File: src/rtl/alu_op_sequencer.sv
// Self-test sequencer for the 12-bit one-hot ALU control interface: latches an operand
// pair, steps every opcode, streams each settled result and folds it into a signature.
module alu_op_sequencer #(
    parameter int unsigned SETTLE_CYCLES = 4,
    parameter int unsigned NUM_OPS       = 12
) (
    input  logic        clk,
    input  logic        resetn,
    input  logic        start,
    input  logic        abort,
    input  logic [31:0] src1_in,
    input  logic [31:0] src2_in,
    output logic [11:0] alu_control,
    output logic [31:0] alu_src1,
    output logic [31:0] alu_src2,
    input  logic [31:0] alu_result,
    output logic        busy,
    output logic        done,
    output logic        result_valid,
    output logic [31:0] result_data,
    output logic [3:0]  op_index,
    output logic [31:0] signature
);

    typedef enum logic [1:0] {
        ST_IDLE = 2'd0,
        ST_RUN  = 2'd1,
        ST_DONE = 2'd2
    } state_t;

    localparam logic [7:0] SETTLE_LAST = 8'(SETTLE_CYCLES - 1);
    localparam logic [3:0] LAST_OP     = 4'(NUM_OPS - 1);

    state_t      state_r, state_nxt_s;
    logic [7:0]  settle_cnt_r, settle_cnt_nxt_s;
    logic [3:0]  op_cnt_r, op_cnt_nxt_s;
    logic [11:0] ctrl_r, ctrl_nxt_s;
    logic [31:0] src1_r, src1_nxt_s, src2_r, src2_nxt_s;
    logic [31:0] rdata_r, rdata_nxt_s, sig_r, sig_nxt_s;
    logic [3:0]  op_index_r, op_index_nxt_s;
    logic        busy_r, done_r, rvalid_r;
    logic        sample_s;

    // An abort at the sampling edge suppresses the sample entirely.
    assign sample_s = (state_r == ST_RUN) && !abort && (settle_cnt_r == SETTLE_LAST);

    // State and datapath registers, synchronous active-low reset.
    always_ff @(posedge clk) begin
        if (!resetn) begin
            state_r      <= ST_IDLE;
            settle_cnt_r <= 8'd0;
            op_cnt_r     <= 4'd0;
            ctrl_r       <= 12'd0;
            src1_r       <= 32'd0;
            src2_r       <= 32'd0;
            rdata_r      <= 32'd0;
            sig_r        <= 32'd0;
            op_index_r   <= 4'd0;
            busy_r       <= 1'b0;
            done_r       <= 1'b0;
            rvalid_r     <= 1'b0;
        end else begin
            state_r      <= state_nxt_s;
            settle_cnt_r <= settle_cnt_nxt_s;
            op_cnt_r     <= op_cnt_nxt_s;
            ctrl_r       <= ctrl_nxt_s;
            src1_r       <= src1_nxt_s;
            src2_r       <= src2_nxt_s;
            rdata_r      <= rdata_nxt_s;
            sig_r        <= sig_nxt_s;
            op_index_r   <= op_index_nxt_s;
            busy_r       <= (state_nxt_s == ST_RUN);
            done_r       <= (state_nxt_s == ST_DONE);
            rvalid_r     <= sample_s;
        end
    end

    // Next-state selection.
    always_comb begin
        state_nxt_s = state_r;
        case (state_r)
            ST_IDLE: begin
                if (start) state_nxt_s = ST_RUN;
                else       state_nxt_s = ST_IDLE;
            end
            ST_RUN: begin
                if (abort)                                 state_nxt_s = ST_IDLE;
                else if (sample_s && (op_cnt_r == LAST_OP)) state_nxt_s = ST_DONE;
                else                                       state_nxt_s = ST_RUN;
            end
            ST_DONE: state_nxt_s = ST_IDLE;
            default: state_nxt_s = ST_IDLE;
        endcase
    end

    // Next values for the registered outputs and counters.
    always_comb begin
        settle_cnt_nxt_s = settle_cnt_r;
        op_cnt_nxt_s     = op_cnt_r;
        ctrl_nxt_s       = ctrl_r;
        src1_nxt_s       = src1_r;
        src2_nxt_s       = src2_r;
        rdata_nxt_s      = rdata_r;
        sig_nxt_s        = sig_r;
        op_index_nxt_s   = op_index_r;
        case (state_r)
            ST_IDLE: begin
                if (start) begin
                    src1_nxt_s       = src1_in;
                    src2_nxt_s       = src2_in;
                    sig_nxt_s        = 32'd0;
                    op_cnt_nxt_s     = 4'd0;
                    settle_cnt_nxt_s = 8'd0;
                    ctrl_nxt_s       = 12'h001;
                end else begin
                    ctrl_nxt_s = 12'd0;
                end
            end
            ST_RUN: begin
                if (abort) begin
                    ctrl_nxt_s = 12'd0;
                end else if (sample_s) begin
                    rdata_nxt_s      = alu_result;
                    op_index_nxt_s   = op_cnt_r;
                    sig_nxt_s        = {sig_r[30:0], sig_r[31]} ^ alu_result;
                    settle_cnt_nxt_s = 8'd0;
                    op_cnt_nxt_s     = op_cnt_r + 4'd1;
                    if (op_cnt_r == LAST_OP) ctrl_nxt_s = 12'd0;
                    else                     ctrl_nxt_s = ctrl_r << 1;
                end else begin
                    settle_cnt_nxt_s = settle_cnt_r + 8'd1;
                end
            end
            ST_DONE: ctrl_nxt_s = 12'd0;
            default: ctrl_nxt_s = 12'd0;
        endcase
    end

    assign alu_control  = ctrl_r;
    assign alu_src1     = src1_r;
    assign alu_src2     = src2_r;
    assign busy         = busy_r;
    assign done         = done_r;
    assign result_valid = rvalid_r;
    assign result_data  = rdata_r;
    assign op_index     = op_index_r;
    assign signature    = sig_r;

endmodule

File: config.mk
export PLATFORM = sky130hd
export DESIGN_NAME = alu_op_sequencer
export DESIGN_NICKNAME = d
export VERILOG_FILES = /design/src/rtl/alu_op_sequencer.sv
export SDC_FILE = /design/constraint.sdc
export NUM_CORES = 1
export LEC_CHECK = 0
export ABC_AREA = 0
export BUFFER_PORTS_ARGS = -buffer_cell sky130_fd_sc_hd__buf_2
export CAP_MARGIN = 40
export CORE_MARGIN = 3
export CORE_UTILIZATION = 40
export CTS_BUF_LIST = sky130_fd_sc_hd__clkbuf_8
export DETAILED_ROUTE_END_ITERATION = 6
export PLACE_DENSITY = 0.68
export SYNTH_ARGS = -nofsm -noshare
export SYNTH_HDL_FRONTEND = slang
export SYNTH_SLANG_ARGS = --single-unit
export TNS_END_PERCENT = 20
File: constraint.sdc
create_clock -name clk -period 2.4 [get_ports clk]
set_input_delay 0.24 -clock clk [delete_from_list [all_inputs] [get_ports clk]]
set_output_delay 0.24 -clock clk [all_outputs]
set_load 0.005 [all_outputs]
==> results_dict.tcl, run 1 <==
set metrics [dict create \
    drt-vias-per-instance 4.87 \
    fin_nets 1050 \
    initial_utilization_pct 41.1 \
    grt_use_met3_pct 7.31 \
    critical_path_buf_inv_count 1 \
    drive_above_1_share_pct 30.9 \
    die_height_um 131 \
    final_common_cell "buf_2" \
    p_per_area_mw_per_mm2 635 \
    p_total_mw 5.21 \
    top_usage_layer "met2" \
    critical_path.top_delay_family "simple AND/OR/NAND/NOR gates" \
    grt_pass1_vias 5349 \
    route.detailed.drc 0 \
    synth_area_mm2 0.00630 \
    postCtsSetupBuffers 0 \
    hold_viol_final 0 \
    hold_path_class "in2reg" \
    power_leakage_nw 3.70 \
    grt-ovfl-total 0 \
    synth-seq-area-share_pct 51.2 \
    finalNonFillerCells 1173 \
    async_reset_ff_share_pct 0 \
    critical_path_class "reg2reg" \
    rsz0062_at_grt "no" \
    crit_path_cell_trace "ha_1 > or4b_4 > nor3_4 > buf_12 > nand2_1 > and4b_1" \
    yosysTopAreaCell "dfxtp_1" \
    ys_types 32 \
    final_util_pct 53.5 \
    dpl.cell_count 1131 \
    grt_max_degree 130 \
    wl_per_cell_um 14.3 \
    tightest_slew_ns 0.578 \
    std_cell_rows 45 \
    cts_tree "done" \
    antenna_left 0 \
    vias 5716 \
    port_buffers 246 \
    fin_crit_ns 2.02 \
    slew_headroom_pct 61.4 \
    cts_buffer_depth 2 \
    fmax_mhz 495 \
    die-area_mm2 0.0173 \
    grt_first_pass_wirelength_um 26900 \
    max_stage_delay_ns 0.50 \
    ys_top_cells_by_area "dfxtp_1 51%, nand3_1 10%, nand2_1 10%" \
    status "finished, final reports clean" \
    peakVddDrop_mv 0.449 \
    die_w_um 131 \
    ys_seq_elements 161 \
    io_pins 247 \
    grtUsageTotal_pct 18.8 \
    clockRootBuffer "clkbuf_8" \
    ys.flop_type "dfxtp_1" \
    cp.required_ns 2.73 \
    critPathCaptureType "flip-flop" \
    mostFrequentLayoutCells "245 x buf_2, 172 x nand2_1, 161 x dfxtp_1, 131 x nand3_1, 76 x a21boi_0" \
    core_area_mm2 0.0153 \
    setup_slack_ns 0.380 \
    firstDrtPassIters 5 \
    drt-initial-drc-count 284 \
    antenna_found_initial 0 \
    path_max_fanout 40 \
    clk_latency_ns 0.45 \
    finalSetupViolCount 0 \
    cts_num_sinks 161 \
    numCtsBuffers 17 \
    skew_ns 0.0134 \
    slew_violations 0 \
    final.setup.tns_ns 0 \
    syn_area_per_cell_um2 8.71 \
    syn_nets 825 \
    synth_top_area_share_pct 51.2 \
    drv_cap 0 \
    netlist_instances 723 \
    crit_path_start_kind "flip-flop" \
    synth_edf_count 0 \
    area_growth_pct 30.2 \
    slowest_stage "or4b_4" \
    clk_pin_slew_ns 0.09 \
    post-route-period-util_pct 84.2 \
    htree_levels 4 \
    grt_use_met1_pct 23.6 \
    dpl.hpwl_um 11500 \
    gp_congestion 0.808 \
    pre_cts_slack_ns 0.403 \
    drt_wl_total_um 16800 \
    worstPathArrival_ns 2.35 \
    yosys_warnings 0 \
    global_route.usage.met2_pct 30.2 \
]
-- logic make-up after synthesis --
family	count (synthesis)	synth area share, %
simple gates	342	24.7
fa+ha+maj	2	0.397
compound gates	116	13.7
mux	3	0.477
xor+xnor	40	5.56
flops	161	51.2
buf+inv	59	3.93
-- cell usage after synthesis (all sizes together) (2+ instances only) --
master    n
nand2   173
dfxtp   161
nand3   132
a21boi   76
xnor2    39
clkbuf   35
o31ai    32
buf      24
nor2     13
a21oi     5
nand2b    4
a211oi    3
mux2i     3
nor3      3
nor3b     3
and4b     2
ha        2
nand4     2
nor2b     2
nor4      2
-- timing repair --
action | CTS | global route
hold buffers | 9 | 0
endpoints found under the hold margin | 9 | 0
resized for setup | 0 | 0
-- layout make-up --
| cell class | instances | area [um^2] |
|---|---|---|
| Clock buffer | 22 | 303 |
| Antenna cell | 1 | 2.50 |
| Sequential cell | 161 | 3220 |
| Fill cell | 1506 | 7110 |
| Multi-Input combinational cell | 503 | 2850 |
| Timing Repair Buffer | 265 | 1460 |
| Clock inverter | 10 | 97.6 |
| Tap cell | 211 | 264 |
-- final timing paths --
check,startpoint,endpoint,slack [ns],cells past startpoint
worst max-delay path,settle_cnt_r[0],busy,0.38,6
worst min-delay path,src1_in[17],alu_src1[17],0.03,3
worst max register to register,settle_cnt_r[0],busy,0.38,6
worst min register to register,result_data[13],result_data[13],0.45,2
-- routing by layer --
layer	vias up	part of all wire [%]
li1	2898	-
met3	19	8.8
met5	-	0
met4	0	1.4
met1	2606	42
met2	193	47
-- tightest hold or removal path, delay by kind of cell --
family                 cells  cell delay (ns)
buffers and inverters      1             0.10
and+or+nand+nor            1             0.04
AOI/OAI and AO/OA          1             0.06
-- state kept, by name (all words and copies together) (netlist names) --
name / count
alu_control: 12
alu_src1: 32
alu_src2: 32
busy: 1
done: 1
op_cnt_r: 4
op_index: 4
result_data: 32
result_valid: 1
settle_cnt_r: 8
signature: 32
state_r: 2
-- power breakdown --
part / internal, mW / leakage [nW] / switching, mW
Combinational: 0.208 / 2.19 / 0.254
Clock: 0.970 / 0.204 / 1.00
Sequential: 2.74 / 1.31 / 0.0340
-- per-stage QoR --
| stage | hold WS [ns] | area [um^2] |
|---|---|---|
| after floorplan | 0.370 | 6300 |
| after global placement | 0.433 | 7710 |
| after detailed placement | 0.438 | 7710 |
| after CTS | 0.000658 | 8200 |
| after global routing | 0.00209 | 8200 |
| final | 0.0316 | 8200 |
Note: power is estimated with default switching activity, not from simulation.
==> run 2, diff against run 1 <==
--- a/config.mk
+++ b/config.mk
@@ -12,7 +12,7 @@
 export CORE_UTILIZATION = 40
 export CTS_BUF_LIST = sky130_fd_sc_hd__clkbuf_8
 export DETAILED_ROUTE_END_ITERATION = 6
-export PLACE_DENSITY = 0.68
+export PLACE_DENSITY = 0.7
 export SYNTH_ARGS = -nofsm -noshare
 export SYNTH_HDL_FRONTEND = slang
 export SYNTH_SLANG_ARGS = --single-unit
==> constraint.sdc (replaced) <==
create_clock -name clk -period 1.6 [get_ports clk]
set_input_delay 0.16 -clock clk [delete_from_list [all_inputs] [get_ports clk]]
set_output_delay 0.16 -clock clk [all_outputs]
set_load 0.005 [all_outputs]
==> results_dict.tcl, run 2 (same netlist as run 1, synthesis figures left out) <==
set metrics [dict create \
    max_stage_delay_ns 0.36 \
    antenna_left 0 \
    die-area_mm2 0.0173 \
    grt_first_pass_wirelength_um 31000 \
    initial_utilization_pct 41.1 \
    firstDrtPassIters 5 \
    fin_nets 1172 \
    drt-initial-drc-count 411 \
    pre_cts_slack_ns -0.116 \
    critical_path_buf_inv_count 4 \
    slew_violations 0 \
    die_height_um 131 \
    final_common_cell "buf_2" \
    p_total_mw 8.01 \
    drt_wl_total_um 20000 \
    clkPwrFrac_pct 36.4 \
    crit_path_cell_trace "ha_4 > buf_4 > nor4b_4 > buf_4 > nand3_4 > buf_12 > buf_16 > o31ai_4" \
    route.detailed.drc 0 \
    swShare_pct 26.0 \
    die_w_um 131 \
    vias 6455 \
    met1_length_um 8100 \
    combPwrFrac_pct 11.6 \
    core_area_mm2 0.0153 \
    grt_pass1_vias 6044 \
    dpl.hpwl_um 12000 \
    placed_cell_area_mm2 0.00791 \
    rsz0062_at_grt "yes" \
    io_pins 247 \
    drt-vias-per-instance 4.99 \
    clk_latency_ns 0.44 \
    port_buffers 246 \
    finalInstanceArea_mm2 0.00974 \
    area_growth_pct 54.7 \
    slew_headroom_pct 70.0 \
    critPathCaptureType "flip-flop" \
    hold_path_class "in2reg" \
    setup_slack_ns -0.155 \
    top_layer "met4" \
    worstPathArrival_ns 2.12 \
    mostFrequentLayoutCells "246 x buf_2, 170 x nand2_1, 158 x dfxtp_1, 110 x nand3_1, 96 x dlygate4sd3_1" \
    drive_above_1_share_pct 34.4 \
    critical_path_class "reg2reg" \
    hold_viol_final 0 \
    grt-ovfl-total 0 \
    slowest_stage "dfxtp_2" \
    grt_max_degree 65 \
    drv_cap 0 \
    finalSetupViolCount 76 \
    power_leakage_nw 4.34 \
    peakVddDrop_mv 0.712 \
    final.setup.tns_ns -5.76 \
    critical_path.top_delay_family "buffers and inverters" \
    share_seq_of_total_power_pct 52.0 \
    path_common_cell "buf_4" \
    htree_levels 4 \
    gp_congestion 0.795 \
    tightest_slew_ns 0.450 \
    cts_buffer_depth 2 \
    crit_path_start_kind "flip-flop" \
    p_per_area_mw_per_mm2 822 \
    p_int_mw 5.93 \
    route.met2.wl_um 9980 \
    std_cell_rows 45 \
    path_max_fanout 6 \
    antenna_cells 0 \
    cts_tree "done" \
    fmax_mhz 570 \
    violations "negative setup slack" \
    numCtsBuffers 17 \
    num-fill-cells 1272 \
    wl_per_cell_um 15.5 \
    hold_slack_ns 0.0328 \
    status "finished, violations left" \
    cts_num_sinks 161 \
    cp.required_ns 1.96 \
    clk_pin_slew_ns 0.09 \
    skew_ns 0.0159 \
    fin_crit_ns 1.75 \
    power_switching_mw 2.08 \
    post-route-period-util_pct 110 \
    met3_length_um 1440 \
    clockRootBuffer "clkbuf_8" \
    antenna_found_initial 0 \
    grtUsageTotal_pct 21.8 \
]
[run 2: path summary, 6_finish.rpt]
check	startpoint	end	slack [ns]	depth (start not counted)
setup reg to reg	settle_cnt_r[1]	signature[18]	-0.15	8
hold / removal	resetn	op_index[3]	0.03	3
setup / recovery	settle_cnt_r[1]	signature[18]	-0.15	8
hold reg to reg	op_index[0]	op_index[0]	0.45	2
[run 2: area by class of cell]
type	count	area (um^2)	area share, %
sequential	161	3230	33.1
tap	211	264	2.71
timing repair buffer	386	2790	28.6
multi-input combinational	504	3080	31.6
clock inverter	13	125	1.28
clock buffer	19	262	2.68
[run 2: repair_timing]
action | CTS | global route
setup buffers | 2 | 5
hold buffers | 96 | 0
resized for setup | 5 | 50
cloned | 4 | 3
hold endpoints to repair | 109 | 0
pin swaps | 0 | 6
setup endpoints to repair | 86 | 95
[run 2: power groups by stage]
stage	clock, mW	sequential [mW]	combinational (mW)
global route	3.15	4.17	1.02
CTS	2.99	4.16	0.902
global placement	0	4.25	0.707
finish	2.92	4.16	0.930
detailed placement	0	4.25	0.712
floorplan	0	4.26	0.324
[run 2: tightest hold or removal path: stages]
cell	delay, ns
buf_4	0.14
nand3_1	0.08
nand2_1	0.06
[run 2: metal layers]
layer	vias up	track usage (%)
li1	3157	-
met5	-	0
met2	243	37.0
met4	0	7.70
met3	40	7.01
met1	3015	26.0
[run 2: stage by stage]
| step | util, % | cells |
|---|---|---|
| 3_5_place_dp | 51.6 | 1152 |
| 3_3_place_gp | 51.6 | 1152 |
| 4_1_cts | 61.4 | 1286 |
| 6_report | 63.6 | 1294 |
| 2_1_floorplan | - | 723 |
| 5_1_grt | 63.6 | 1294 |
==> run 3, diff against run 2 <==
--- a/config.mk
+++ b/config.mk
@@ -11,8 +11,10 @@
 export CORE_MARGIN = 3
 export CORE_UTILIZATION = 40
 export CTS_BUF_LIST = sky130_fd_sc_hd__clkbuf_8
+export CTS_CLUSTER_SIZE = 14
 export DETAILED_ROUTE_END_ITERATION = 6
 export PLACE_DENSITY = 0.7
+export REMOVE_ABC_BUFFERS = 1
 export SYNTH_ARGS = -nofsm -noshare
 export SYNTH_HDL_FRONTEND = slang
 export SYNTH_SLANG_ARGS = --single-unit
==> results_dict.tcl, run 3 (same netlist as run 1, synthesis figures left out) <==
set metrics [dict create \
    clk_pin_slew_ns 0.09 \
    crit_path_start_kind "flip-flop" \
    hold_viol_final 0 \
    cts_tree "done" \
    dpl.hpwl_um 11900 \
    numCtsBuffers 17 \
    grt_first_pass_wirelength_um 30700 \
    hold_depth 2 \
    grt-ovfl-total 0 \
    hold_slack_ns 0.103 \
    slew_headroom_pct 70.7 \
    area_growth_pct 52.0 \
    p_total_mw 8.36 \
    final_util_pct 62.5 \
    finalNonFillerCells 1287 \
    rsz0062_at_grt "yes" \
    setup_slack_ns -0.0835 \
    min_to "alu_control[4]" \
    fin_crit_ns 1.68 \
    wl_per_cell_um 15.0 \
    multiInputGateArea_mm2 0.00298 \
    num-fill-cells 1238 \
    gp_congestion 0.799 \
    antenna_cells 0 \
    vias 6344 \
    reg2reg_to "result_data[20]" \
    p_per_area_mw_per_mm2 874 \
    drt_wl_total_um 19300 \
    fin_nets 1165 \
    die_w_um 131 \
    finalSetupViolCount 49 \
    core_area_mm2 0.0153 \
    hold_path_class "in2reg" \
    drt-vias-per-instance 4.93 \
    dpl.cell_count 1154 \
    htree_levels 4 \
    final.setup.tns_ns -2.21 \
    clk_latency_ns 0.45 \
    post-route-period-util_pct 105 \
    grt_max_degree 79 \
    status "finished, violations left" \
    antenna_found_initial 0 \
    placed_cell_area_mm2 0.00793 \
    port_buffers 246 \
    tightest_slew_ns 0.439 \
    final_common_cell "buf_2" \
    std_cell_rows 45 \
    peakVddDrop_mv 0.443 \
    min_from "resetn" \
    clockRootBuffer "clkbuf_8" \
    finalInstanceArea_mm2 0.00957 \
    critical_path_class "reg2reg" \
    path_max_fanout 8 \
    cts_num_sinks 161 \
    initial_utilization_pct 41.1 \
    regArea_mm2 0.00323 \
    grt_pass1_vias 5940 \
    grtUsageTotal_pct 21.6 \
    skew_ns 0.0130 \
    critPathCaptureType "flip-flop" \
    cts_buffer_depth 2 \
    cp.required_ns 2.00 \
    r2r_start "settle_cnt_r[0]" \
    route.detailed.drc 0 \
    r2r_slack_ns -0.08 \
    slew_violations 0 \
    drive_above_1_share_pct 32.4 \
    violations "negative setup slack" \
    power_leakage_nw 4.30 \
    io_pins 247 \
    ff2ff_path_depth 7 \
    drt-initial-drc-count 300 \
    fmax_mhz 594 \
    die-area_mm2 0.0173 \
    worstPathArrival_ns 2.08 \
    mostFrequentLayoutCells "245 x buf_2, 170 x nand2_1, 159 x dfxtp_1, 125 x nand3_1, 96 x dlygate4sd3_1" \
    pre_cts_slack_ns -0.201 \
    die_height_um 131 \
    antenna_left 0 \
    drv_cap 0 \
    firstDrtPassIters 4 \
]
## run 3: power breakdown
part	switching (mW)	internal, mW	leakage, nW
Combinational	0.442	0.470	2.77
Sequential	0.0546	4.11	1.31
Clock	1.51	1.78	0.223
## run 3: metal layers
layer  global-route usage, %  vias to the layer above  part of all wire, %
met3                    7.39                       26                  7.7
met2                    34.7                      238                   47
li1                        -                     3131                    -
met1                    27.2                     2949                   44
met4                    7.29                        0                  1.5
met5                       0                        -                    0
## run 3: area by class of cell
| class | count | area share, % |
|---|---|---|
| Clock buffer | 19 | 2.73 |
| Clock inverter | 13 | 1.92 |
| Multi-Input combinational cell | 503 | 31.2 |
| Sequential cell | 161 | 33.7 |
| Tap cell | 211 | 2.76 |
| Timing Repair Buffer | 380 | 27.7 |
## run 3: what timing repair did
action,4_1_cts,5_1_grt
resized for setup,15,27
pin swaps,11,25
buffers inserted,3,0
setup endpoints to repair,93,95
endpoints found under the hold margin,119,0
hold buffers,96,0
cloned,1,1
## run 3: worst max-delay path by stage
stage                          from              end  cells past startpoint  slack [ns]
global placement    settle_cnt_r[0]      op_cnt_r[0]                      6        -0.1
global route        settle_cnt_r[0]  result_data[21]                      7       -0.18
detailed placement  settle_cnt_r[0]    signature[18]                      6       -0.20
floorplan                state_r[1]  settle_cnt_r[0]                      4       -4.45
finish              settle_cnt_r[0]  result_data[20]                      7       -0.08
CTS                 settle_cnt_r[0]   result_data[4]                      7       -0.06
## run 3: worst max-delay path: stages (launching register included)
cell and delay (ns):
dfxtp_2 0.36, ha_4 0.13, or4b_4 0.48, nor3_4 0.18, buf_6 0.16, buf_16 0.14
nand3_1 0.10, nand2_1 0.09
